## src/rtl/ber_align_counter.sv

```systemverilog
// BER checker behind the slicer: searches a PRBS reference delay line for the
// delay that matches the received bits, then counts compared bits and errors.
`timescale 1ns/1ps
module ber_align_counter #(
    parameter int DEPTH   = 512,
    parameter int WINDOW  = 511,
    parameter int LOL_THR = 127,
    parameter int CNT_W   = 64
) (
    input  logic                     clock,
    input  logic                     i_reset,
    input  logic                     i_enable,
    input  logic                     i_bit_rx,
    input  logic                     i_bit_ref,
    input  logic                     i_resync,
    output logic                     o_locked,
    output logic [$clog2(DEPTH)-1:0] o_delay,
    output logic [CNT_W-1:0]         o_bit_count,
    output logic [CNT_W-1:0]         o_err_count,
    output logic                     o_sat,
    output logic [1:0]               o_state
);

    localparam int DW = $clog2(DEPTH);
    localparam int WW = $clog2(WINDOW + 1);

    typedef enum logic [1:0] {
        FILL   = 2'd0,
        ALIGN  = 2'd1,
        LOCKED = 2'd2
    } state_t;

    state_t             state_q, state_d;
    logic [DEPTH-2:0]   ref_sr_q, ref_sr_d;
    logic [DW-1:0]      fill_q, fill_d;
    logic [WW-1:0]      win_q, win_d;
    logic [WW-1:0]      errw_q, errw_d;
    logic [DW-1:0]      delay_q, delay_d;
    logic [CNT_W-1:0]   bit_q, bit_d;
    logic [CNT_W-1:0]   err_q, err_d;
    logic               sat_q, sat_d;

    logic [DEPTH-1:0]   refvec;
    logic               mis;
    logic [WW-1:0]      total;
    logic               win_end;
    logic [DW-1:0]      delay_next;
    logic               sat_hit;

    // Index k of refvec is the reference bit from k enables ago.
    assign refvec     = {ref_sr_q, i_bit_ref};
    assign mis        = i_bit_rx ^ refvec[delay_q];
    assign total      = errw_q + WW'(mis);
    assign win_end    = (win_q == WW'(WINDOW - 1));
    assign delay_next = (delay_q == DW'(DEPTH - 1)) ? '0 : delay_q + 1'b1;
    assign sat_hit    = (bit_q == '1) || (mis && (err_q == '1));

    always_comb begin
        state_d  = state_q;
        ref_sr_d = ref_sr_q;
        fill_d   = fill_q;
        win_d    = win_q;
        errw_d   = errw_q;
        delay_d  = delay_q;
        bit_d    = bit_q;
        err_d    = err_q;
        sat_d    = sat_q;

        if (i_enable) begin
            ref_sr_d = {ref_sr_q[DEPTH-3:0], i_bit_ref};
            case (state_q)
                FILL: begin
                    if (fill_q == DW'(DEPTH - 2)) begin
                        state_d = ALIGN;
                        fill_d  = '0;
                    end else begin
                        fill_d = fill_q + 1'b1;
                    end
                end
                ALIGN: begin
                    if (win_end) begin
                        win_d  = '0;
                        errw_d = '0;
                        if (total == '0) state_d = LOCKED;
                        else             delay_d = delay_next;
                    end else begin
                        win_d  = win_q + 1'b1;
                        errw_d = total;
                    end
                end
                LOCKED: begin
                    // Once either counter would wrap, both stay frozen until resync.
                    if (!sat_q) begin
                        if (sat_hit) begin
                            sat_d = 1'b1;
                        end else begin
                            bit_d = bit_q + 1'b1;
                            err_d = err_q + CNT_W'(mis);
                        end
                    end
                    if (win_end) begin
                        win_d  = '0;
                        errw_d = '0;
                        if (32'(total) > 32'(LOL_THR)) begin
                            state_d = ALIGN;
                            delay_d = delay_next;
                        end
                    end else begin
                        win_d  = win_q + 1'b1;
                        errw_d = total;
                    end
                end
                default: state_d = FILL;
            endcase
        end

        // Resync overrides any window decision taken above; FILL just keeps filling.
        if (i_resync && (state_q != FILL)) begin
            state_d = ALIGN;
            delay_d = '0;
            win_d   = '0;
            errw_d  = '0;
            bit_d   = '0;
            err_d   = '0;
            sat_d   = 1'b0;
        end
    end

    always_ff @(posedge clock or negedge i_reset) begin
        if (!i_reset) begin
            state_q  <= FILL;
            ref_sr_q <= '0;
            fill_q   <= '0;
            win_q    <= '0;
            errw_q   <= '0;
            delay_q  <= '0;
            bit_q    <= '0;
            err_q    <= '0;
            sat_q    <= 1'b0;
        end else begin
            state_q  <= state_d;
            ref_sr_q <= ref_sr_d;
            fill_q   <= fill_d;
            win_q    <= win_d;
            errw_q   <= errw_d;
            delay_q  <= delay_d;
            bit_q    <= bit_d;
            err_q    <= err_d;
            sat_q    <= sat_d;
        end
    end

    assign o_locked    = (state_q == LOCKED);
    assign o_delay     = delay_q;
    assign o_bit_count = bit_q;
    assign o_err_count = err_q;
    assign o_sat       = sat_q;
    assign o_state     = state_q;

endmodule

```

## config.mk

```make
export PLATFORM = sky130hd
export DESIGN_NAME = ber_align_counter
export DESIGN_NICKNAME = d
export VERILOG_FILES = /design/src/rtl/ber_align_counter.sv
export SDC_FILE = /design/constraint.sdc
export NUM_CORES = 1
export LEC_CHECK = 0
export CORE_ASPECT_RATIO = 2
export CORE_MARGIN = 3
export CORE_UTILIZATION = 55
export DETAILED_ROUTE_END_ITERATION = 12
export HOLD_SLACK_MARGIN = 0.1
export PLACE_DENSITY = 0.74
export SYNTH_ARGS = -nofsm -noshare
export SYNTH_HDL_FRONTEND = slang
export SYNTH_SLANG_ARGS = --single-unit
```

## constraint.sdc

```tcl
create_clock -name clock -period 5.7 [get_ports clock]
set_clock_uncertainty 0.1 [all_clocks]
set_input_delay 1.425 -clock clock [delete_from_list [all_inputs] [get_ports clock]]
set_output_delay 1.425 -clock clock [all_outputs]
set_load 0.01 [all_outputs]
```

======== After elaboration in Yosys (flattened, before gate mapping) ========
Index checks and enable logic that the tools add are counted.
word-level totals
  register bits ........................... 678
  bits of input ports ..................... 6
  output and inout bits ................... 141
  logic and storage cells ................. 92
cells by class
  $add $sub $neg .......................... 6
  magnitude comparators ................... 2
  equality and inequality tests ........... 15
  muxes and demuxes ....................... 42
  bitwise gates (word level) .............. 1
  reductions and logical operators ........ 17
operators by type and width
  operator               number
  $mux 64                10
  $mux 9                 16
  $eq 64x64->1 const B   2
  $add 64x1->64          1
  $add 64x1->64 const B  1
  $add 9x1->9 const B    3
  $eq 9x9->1 const B     3
  $pmux 9 s2             1
  $mux 2                 7
  $ne 3x3->1 const B     4
  $reduce_and 6->1       2
  $lt 9x10->1 const B    1
  $add 9x1->9            1
  $bmux 1 s9             1
  $gt 9x7->1 const B     1
  $logic_not 9->1        1
  $reduce_bool 2->1      4
  $mux 1                 6
  $ne 3x1->1 const B     2
  $pmux 2 s3             1
  $reduce_and 2->1       3
  $ne 2x1->1 const B     2
  $reduce_and 4->1       1
  $reduce_bool 3->1      1
  other kinds (7)        8

======== Longest topological paths before layout ========
Gate-level depths: netlist of the first run.
  depth in word-level cells ............... 10
  gate-level depth with buffers ........... 30
  mapped depth without buffers ............ 22

======== Worst setup path after synthesis of the first run ========
No wires, ideal clock.
  path kind ............................... input port to flip-flop
  from .................................... in i_bit_ref
  to ...................................... reg delay_q[7], in the netlist o_delay[7]
  setup time .............................. 0.110 ns
  arrival time ............................ 5.348 ns
  required time ........................... 5.490 ns
  setup slack ............................. 0.142 ns
  stages .................................. 23
  buffers on the path ..................... 3
  path through ............................ mux4_2 > mux2i_1 > o21ai_0 > nor3_1 > a21oi_1 > nand3_1 > o41ai_2 > xnor2_2 > buf_4 > inv_1 > ha_1 > ha_1 > and3_1 > clkbuf_1 > nand3_1 > xor2_1 > a31oi_1 > o21ai_0 > a221oi_1 > o21ai_0 > or2_2 > clkbuf_1 > o41ai_1
on the way
  longest elaborated chain between the ends .. 7
  elaborated cells on any way between the ends .. 9
  classes of those cells .................. 1 x add/sub; 1 x order compare; 2 x eq/ne; 2 x mux; 1 x bitwise; 2 x reduce/logical
ends and longest elaborated chain
  item                                                       RTL line  RTL
  from (decl)                                                14        input logic i_bit_ref,
  $bmux 1 s9 *                                               52        assign mis = i_bit_rx ^ refvec[delay_q];
  $mux 1 (implied by the code) *                             52
  $xor 1x1->1 *                                              52
  $add 9x1->9 *                                              53        assign total = errw_q + WW'(mis);
  $gt 9x7->1 or $logic_not 9->1 (tied branches)              104, 84
  $ne 3x1->1 (no source line) or $ne 3x3->1 (tied branches)  n/a
  $reduce_and 6->1 (no source line) *                        n/a
  to (signal assigned)                                       146       delay_q <= delay_d;
  to (decl)                                                  38        logic [DW-1:0] delay_q, delay_d;
Mark *: on every way between the ends. The rest lies on a longest branch, timed or not. The select of a mux whose other input is x is not followed.
A chain may end at the register's enable or synchronous reset.

======== Worst setup path after layout of the first run ========
  from .................................... in i_bit_ref
  to ...................................... reg delay_q[5], in the netlist o_delay[5]
The elaborated chain is that of the path after synthesis.

==> results of run 1 <==
## cells by family (layout without fill, tap and decap cells)
logic type	after synthesis	in the layout	synth area share [%]
AOI/OAI and AO/OA	338	338	6.74
muxes	700	700	27.5
and+or+nand+nor	540	540	8.66
adders and majority gates	14	14	0.542
xor gates and xnor gates	46	46	1.27
DFF	678	678	52.5
buffers and inverters	191	374	2.84
## through the flow
step / TNS (ps) / cells / hold WS [ps] / area (sq um)
6_report: 0 / 3452 / 396 / 37000
3_5_place_dp: -4320 / 3341 / 378 / 34900
4_1_cts: 0 / 3452 / 387 / 37000
3_3_place_gp: -3410 / 3341 / 366 / 34900
5_1_grt: 0 / 3452 / 400 / 37000
2_1_floorplan: 0 / 2507 / 342 / 32300
## state kept, by name, indices dropped and copies added, names as in the netlist
| name | count |
|---|---|
| o_err_count | 64 |
| o_bit_count | 64 |
| o_state | 2 |
| win_q | 9 |
| o_sat | 1 |
| fill_q | 9 |
| ref_sr_q | 511 |
| o_delay | 9 |
| errw_q | 9 |
## final timing paths
| path | depth (start not counted) | to | startpoint |
|---|---|---|---|
| min reg2reg | 1 | fill_q[7] | fill_q[7] |
| max in group asynchronous | 2 | ref_sr_q[444] | i_reset |
| min | 1 | fill_q[7] | fill_q[7] |
| min in group asynchronous | 1 | o_bit_count[37] | i_reset |
| max reg2reg | 24 | o_delay[5] | o_delay[0] |
| max | 23 | o_delay[5] | i_bit_ref |
## layer usage
layer	track usage [%]	wire [um]	vias up
li1	-	-	9611
met1	26.7	27100	11100
met2	44.0	39900	535
met3	2.73	2910	176
met4	10.3	3210	0
met5	0	0	-
## cell usage after synthesis (all sizes together) (16+ instances only)
cell and count:
nor3 16, xnor2 19, nand2 127, nand4 40, o21ai 93, nand2b 23, nand3 65, dfrtp 678
mux2i 89, nor2 106, mux2 514, or4 25, and3 51, buf 50, or3 38, inv 27
xor2 27, o31ai 33, o221ai 18, clkbuf 112, mux4 97, a21oi 84
## power breakdown
part	switching [W]	internal [W]	total, W
Sequential	0.000144	0.00496	0.00510
Clock	0.00181	0.00253	0.00435
Combinational	0.00142	0.00100	0.00243
Total	0.00338	0.00850	0.0119
## worst reg2reg max path: cells and delay by family (launching register included)
family	cells	cell delay (ps)
buffers and inverters	6	1000
flip-flops	1	480
AO/OA/AOI/OAI	11	2090
multiplexers	1	520
adder cells (fa/ha/maj)	2	380
XOR/XNOR	2	300
AND/OR/NAND/NOR	2	320
## cell type report
class | instances | area [sq um] | share of cell area [%]
clock inverter | 28 | 414 | 1.12
inverter | 29 | 109 | 0.294
timing repair buffer | 234 | 2390 | 6.45
clock buffer | 83 | 1700 | 4.58
tap | 762 | 953 | 2.57
sequential | 678 | 17000 | 45.8
multi-input combinational | 1638 | 14500 | 39.2
==> impl_metrics.csv, run 1 <==
group,metric,value,unit
logic_synthesis,synth_top_area_share,52.5,%
run,maxCapViolations,0,
detailed_routing,wire_per_inst,21.2,um
sta,finalSetupViolations,0,
worst_setup_path,path_cells,"clkdlybuf4s50_1 -> mux4_2 -> mux2i_1 -> o21ai_0 -> nor3_1 -> a21oi_1 -> nand3_1 -> o41ai_2 -> buf_4 -> xnor2_2 -> inv_1 -> ha_2 -> ha_1 -> and3_1 -> nand3_1 -> xor2_1 -> a31oi_1 -> o21ai_0 -> a221oi_2 -> o21ai_2 -> buf_4 -> o21ai_0 -> o31ai_2",
logic_synthesis,synth.area.top_cells,"dfrtp_1 52%, mux2_2 18%, mux4_2 6.6%, mux2i_1 2.8%, nand2_1 1.5%",
floorplanning,rows,125,
placed_design,place_ws,-528,ps
worst_setup_path,rrSetupSlack,390,ps
logic_synthesis,ys_types,73,
global_routing,grt_pass1_vias,22700,
cells_and_area,layout_commonest_cell,"dfrtp_1",
worst_setup_path,required,6090,ps
global_routing,grt_pass1_wl,118000,um
sta,finalCritPeriodShare,93.9,%
logic_synthesis,syn_inst,2507,
clock_network,insertion_delay,620,ps
worst_setup_path,cp-start-kind,"input pin",
cells_and_area,nNetsFinal,2660,
logic_synthesis,synth_top_cell_by_area,"dfrtp_1",
detailed_routing,ant_nets,0,
sta,tightest_slew,1130,ps
cells_and_area,n_fill_cell,4393,
placed_design,portBuffers,146,
cells_and_area,diodes,0,
clock_network,postCtsSetupBuffers,0,
logic_synthesis,synth-edff-count,0,
worst_setup_path,critPathSlowestCell,"clkdlybuf4s50_1",
logic_synthesis,synth-seq-cells,678,
global_routing,antenna_found_initial,0,
placed_design,gp_congestion,0.856,
floorplanning,die_x,177,um
cells_and_area,area_growth,14.6,%
worst_setup_path,critPathBufInv,4,
detailed_routing,drtPass1Iterations,6,
cells_and_area,final_cell_mix,"676 x dfrtp_1, 513 x mux2_2, 144 x clkdlybuf4s50_1",
floorplanning,dieArea,61900,sq um
clock_network,cts_sinks,678,
power,ir_drop,0.249,mV
global_routing,grt_max_degree,163,
sta,rsz0062_at_grt,"no",
clock_network,cts-htree-levels,2,
cells_and_area,post-route-util,63.7,%
global_routing,grt_remaining_overflow,0,
clock_network,cts_tree,"yes",
floorplanning,ios,147,
sta,report.final.slew_viol_count,0,
clock_network,holdBufCountCts,0,
logic_synthesis,syn_nets,2527,
logic_synthesis,avgSynthCellArea,12.9,sq um
detailed_routing,drt-initial-drc-count,1293,
logic_synthesis,ys.flop_type,"dfrtp_1",
logic_synthesis,ys_seq_area_share,52.5,%
power,power_density,321,nW/um^2
clock_network,clkTransAtPathRegs,70,ps
sta,fin_ws,347,ps
sta,hold_viol_final,0,
worst_setup_path,cp_slowest_stage_delay,480,ps
worst_setup_path,crit_type,"input pin to register",
detailed_routing,drc,0,
clock_network,post_cts_resize_count,0,
min_path,hold_path.class,"register to register",
detailed_routing,drt-total-wl,73100,um
sta,maxSlewHeadroom,24.7,%
floorplanning,core-area,58200,sq um
detailed_routing,routed_via_density,6.21,
worst_setup_path,crit_arrival,5750,ps
power,power.total,0.0119,W
worst_setup_path,cp_common_cell,"o21ai_0",
logic_synthesis,ys_warn_count,0,
placed_design,hpwl,49200,um
clock_network,cts_buffers,59,
sta,min_period,5350,ps
logic_synthesis,async_flop_share,100,%
status,outcome,"finished clean",
power,leakagePower,16.9,nW
clock_network,cts_root_buf,"clkbuf_16",
floorplanning,initial_core_util,55.6,%
logic_synthesis,synth_area,32300,sq um
cells_and_area,drive_gt1_share,30.8,%
floorplanning,die_h,349,um
global_routing,gr-usage-all-layers,23.6,%
sta,max_freq,187,MHz
worst_setup_path,end_kind,"register",
clock_network,cts.path.max_buffers,3,
worst_setup_path,cp_top_family,"compound AO/OA/AOI/OAI gates",
worst_setup_path,crit_path_max_fanout,11,
detailed_routing,vias,21400,
Note: power is estimated with default switching activity, not from simulation.
==> inputs of run 2 (changes only) <==
--- a/config.mk
+++ b/config.mk
@@ -5,12 +5,13 @@
 export SDC_FILE = /design/constraint.sdc
 export NUM_CORES = 1
 export LEC_CHECK = 0
+export ABC_AREA = 1
 export CORE_ASPECT_RATIO = 2
 export CORE_MARGIN = 3
 export CORE_UTILIZATION = 55
 export DETAILED_ROUTE_END_ITERATION = 12
 export HOLD_SLACK_MARGIN = 0.1
-export PLACE_DENSITY = 0.74
+export PLACE_DENSITY = 0.73
 export SYNTH_ARGS = -nofsm -noshare
 export SYNTH_HDL_FRONTEND = slang
 export SYNTH_SLANG_ARGS = --single-unit
==> run 2 against run 1 <==
Against the previous run:
- wire length increased by 30%
- sequential power increased by 24%
- non-clock buffer count decreased by 2
- synthesized area increased by 7.7%
- synthesized cell count increased by 84%
==> impl_metrics.csv, run 2 <==
group,metric,value,unit
logic_synthesis,synth-compound-area-share,12.5,%
sta,finalSetupViolations,0,
clock_network,cts_sinks,678,
sta,maxSlewHeadroom,22.4,%
detailed_routing,drc,0,
power,ir_drop,0.308,mV
worst_setup_path,crit_arrival,5590,ps
sta,finalCritPeriodShare,90.0,%
logic_synthesis,synth_top_family_by_area,"simple AND/OR/NAND/NOR gates",
run,maxCapViolations,0,
placed_design,portBuffers,146,
logic_synthesis,synth_top_area_share,48.7,%
detailed_routing,wl_met3,5020,um
detailed_routing,met1_length,36700,um
min_path,hold_path.class,"register to register",
global_routing,gr-usage-all-layers,28.1,%
worst_setup_path,r2r_end,"o_err_count[62]",
detailed_routing,ant_nets,0,
floorplanning,die_h,362,um
global_routing,grt_pass1_wl,154000,um
clock_network,cts_tree,"yes",
placed_design,gp_congestion,0.973,
logic_synthesis,synth.area.top_cells,"dfrtp_1 49%, nand2_1 15%, o21ai_0 8.4%, nand3_1 6.6%, inv_1 5.4%",
min_path,hold_start,"ref_sr_q[280]",
power,leakagePower,17.8,nW
cells_and_area,layout_commonest_cell,"nand2_1",
floorplanning,core-area,62300,sq um
clock_network,cts-htree-levels,2,
clock_network,clkTransAtPathRegs,70,ps
worst_setup_path,rr_worst_depth,32,
sta,tightest_slew,1160,ps
power,power.total,0.0164,W
floorplanning,rows,129,
logic_synthesis,ys_seq_area_share,48.7,%
clock_network,postCtsSetupBuffers,0,
logic_synthesis,yosys.area_share.simple,26.8,%
placed_design,dp.cells,5349,
worst_setup_path,critPathBufInv,3,
logic_synthesis,syn_nets,4633,
sta,hold_viol_final,0,
detailed_routing,drtPass1Iterations,6,
logic_synthesis,synth-edff-count,0,
logic_synthesis,synth_top_cell_by_area,"dfrtp_1",
logic_synthesis,synth_xor_xnor_area_share,2.24,%
logic_synthesis,async_flop_share,100,%
worst_setup_path,r2r_start,"o_delay[1]",
clock_network,cts.path.max_buffers,3,
sta,max_freq,195,MHz
logic_synthesis,synthAdderAreaFrac,0.503,%
detailed_routing,vias,30700,
logic_synthesis,syn_inst,4613,
logic_synthesis,ys_warn_count,0,
detailed_routing,routed_via_density,5.62,
global_routing,grt_remaining_overflow,0,
worst_setup_path,cp_common_cell,"nand2_1",
sta,tns,0,ps
detailed_routing,wl_met2,48500,um
logic_synthesis,synth.mux.area_fraction,0,%
detailed_routing,wire_per_inst,17.3,um
cells_and_area,top_register,"ref_sr_q",
worst_setup_path,rrSetupSlack,570,ps
clock_network,insertion_delay,640,ps
cells_and_area,largest_reg_flops,511,
worst_setup_path,cp_slowest_stage_delay,600,ps
sta,fin_hold_ws,376,ps
logic_synthesis,avgSynthCellArea,7.55,sq um
cells_and_area,layoutNonFillerInstCount,5468,
cells_and_area,n_fill_cell,5570,
sta,report.final.slew_viol_count,0,
clock_network,cts_buffers,61,
sta,fin_ws,571,ps
placed_design,place_ws,5.65,ps
floorplanning,die_x,184,um
cells_and_area,diodes,0,
worst_setup_path,end_kind,"register",
min_path,hold_depth,2,
worst_setup_path,required,6160,ps
worst_setup_path,cp_top_family,"simple AND/OR/NAND/NOR gates",
cells_and_area,drive_gt1_share,4.57,%
floorplanning,initial_core_util,55.9,%
status,outcome,"finished clean",
placed_design,hpwl,58300,um
cells_and_area,nNetsFinal,4650,
detailed_routing,drt-total-wl,94800,um
min_path,worstHoldEndpoint,"ref_sr_q[281]",
detailed_routing,top_layer,"met4",
logic_synthesis,synth_common_cells,"1364 x nand2_1, 678 x dfrtp_1, 587 x o21ai_0, 497 x inv_1, 461 x nand3_1",
global_routing,grt_max_degree,281,
sta,min_period,5130,ps
global_routing,antenna_found_initial,0,
cells_and_area,final_cell_mix,"1364 x nand2_1, 675 x dfrtp_1, 587 x o21ai_0",
logic_synthesis,synth-seq-cells,678,
cells_and_area,area_growth,12.5,%
detailed_routing,drt-initial-drc-count,2116,
floorplanning,ios,147,
worst_setup_path,crit_path_max_fanout,27,
worst_setup_path,cp-start-kind,"register",
clock_network,holdBufCountCts,0,
floorplanning,dieArea,66500,sq um
logic_synthesis,ys.flop_type,"dfrtp_1",
worst_setup_path,crit_type,"register to register",
global_routing,grt_pass1_vias,30200,
logic_synthesis,synth.most_common_cell,"nand2_1",
clock_network,cts_root_buf,"clkbuf_16",
logic_synthesis,synth_area,34800,sq um
logic_synthesis,ys_types,46,
worst_setup_path,critPathSlowestCell,"dfrtp_4",
power,power_density,418,nW/um^2
## run 2: cell count changes after synthesis, moves of 149 or more
cell	change
nor2_1	+149
o21ai_0	+495
nand3_1	+396
inv_1	+470
mux2_2	-513
nand2_1	+1237
## run 2: metal layers
layer	track usage [%]	up-vias
li1	-	14800
met1	34.1	14800
met2	49.9	843
met3	3.78	237
met4	11.9	0
met5	0	-
## run 2: cells by family (layout without fill, tap and decap cells)
family                   count (synthesis)  in the layout
AND/OR/NAND/NOR                       2237           2237
AO/OA/AOI/OAI                          814            814
buffers and inverters                  781            850
flip-flops                             678            678
XOR/XNOR                                89             89
adder cells (fa/ha/maj)                 14             14
## run 2: what timing repair did
action	CTS	global route
endpoints found under the setup margin	0	14
gates resized for setup	0	8
endpoints found under the hold margin	0	0
## run 2: tightest hold or removal path, cell delays in order (launching register included)
cell     delay, ps
dfrtp_1        340
nand2_1         40
o21ai_0         60
## run 2: layout make-up
class                   count  area (sq um)  share of cell area (%)
clock buffers              86          1760                    4.50
clock inverters            29           384                   0.981
inverters                 503          1900                    4.86
multi-input cells        3154         14700                    37.5
flip-flops and latches    678         17000                    43.4
well taps                 786           983                    2.51
repair buffers            232          2470                    6.32
## run 2: power by group
group / internal [W] / switching (W)
registers: 0.00562 / 0.000696
logic: 0.00189 / 0.00370
clock network: 0.00256 / 0.00191
## run 2: how the worst max path moves through the flow
stage / slack, ps / startpoint / endpoint / depth (start not counted)
3_3_place_gp: 50 / i_bit_ref / o_err_count[62] / 30
4_1_cts: 510 / o_delay[0] / o_err_count[62] / 32
6_report: 570 / o_delay[1] / o_err_count[62] / 32
2_1_floorplan: 1160 / i_bit_ref / o_err_count[50] / 30
5_1_grt: -0.7 / o_delay[1] / o_err_count[62] / 32
3_5_place_dp: 6 / i_bit_ref / o_err_count[62] / 30
## run 2: per-stage QoR
step                utilization (%)  instance area, sq um
floorplan                         -                 34800
global placement               59.2                 36900
detailed placement             59.2                 36900
CTS                            62.6                 39000
global route                   62.8                 39200
finish                         62.8                 39200
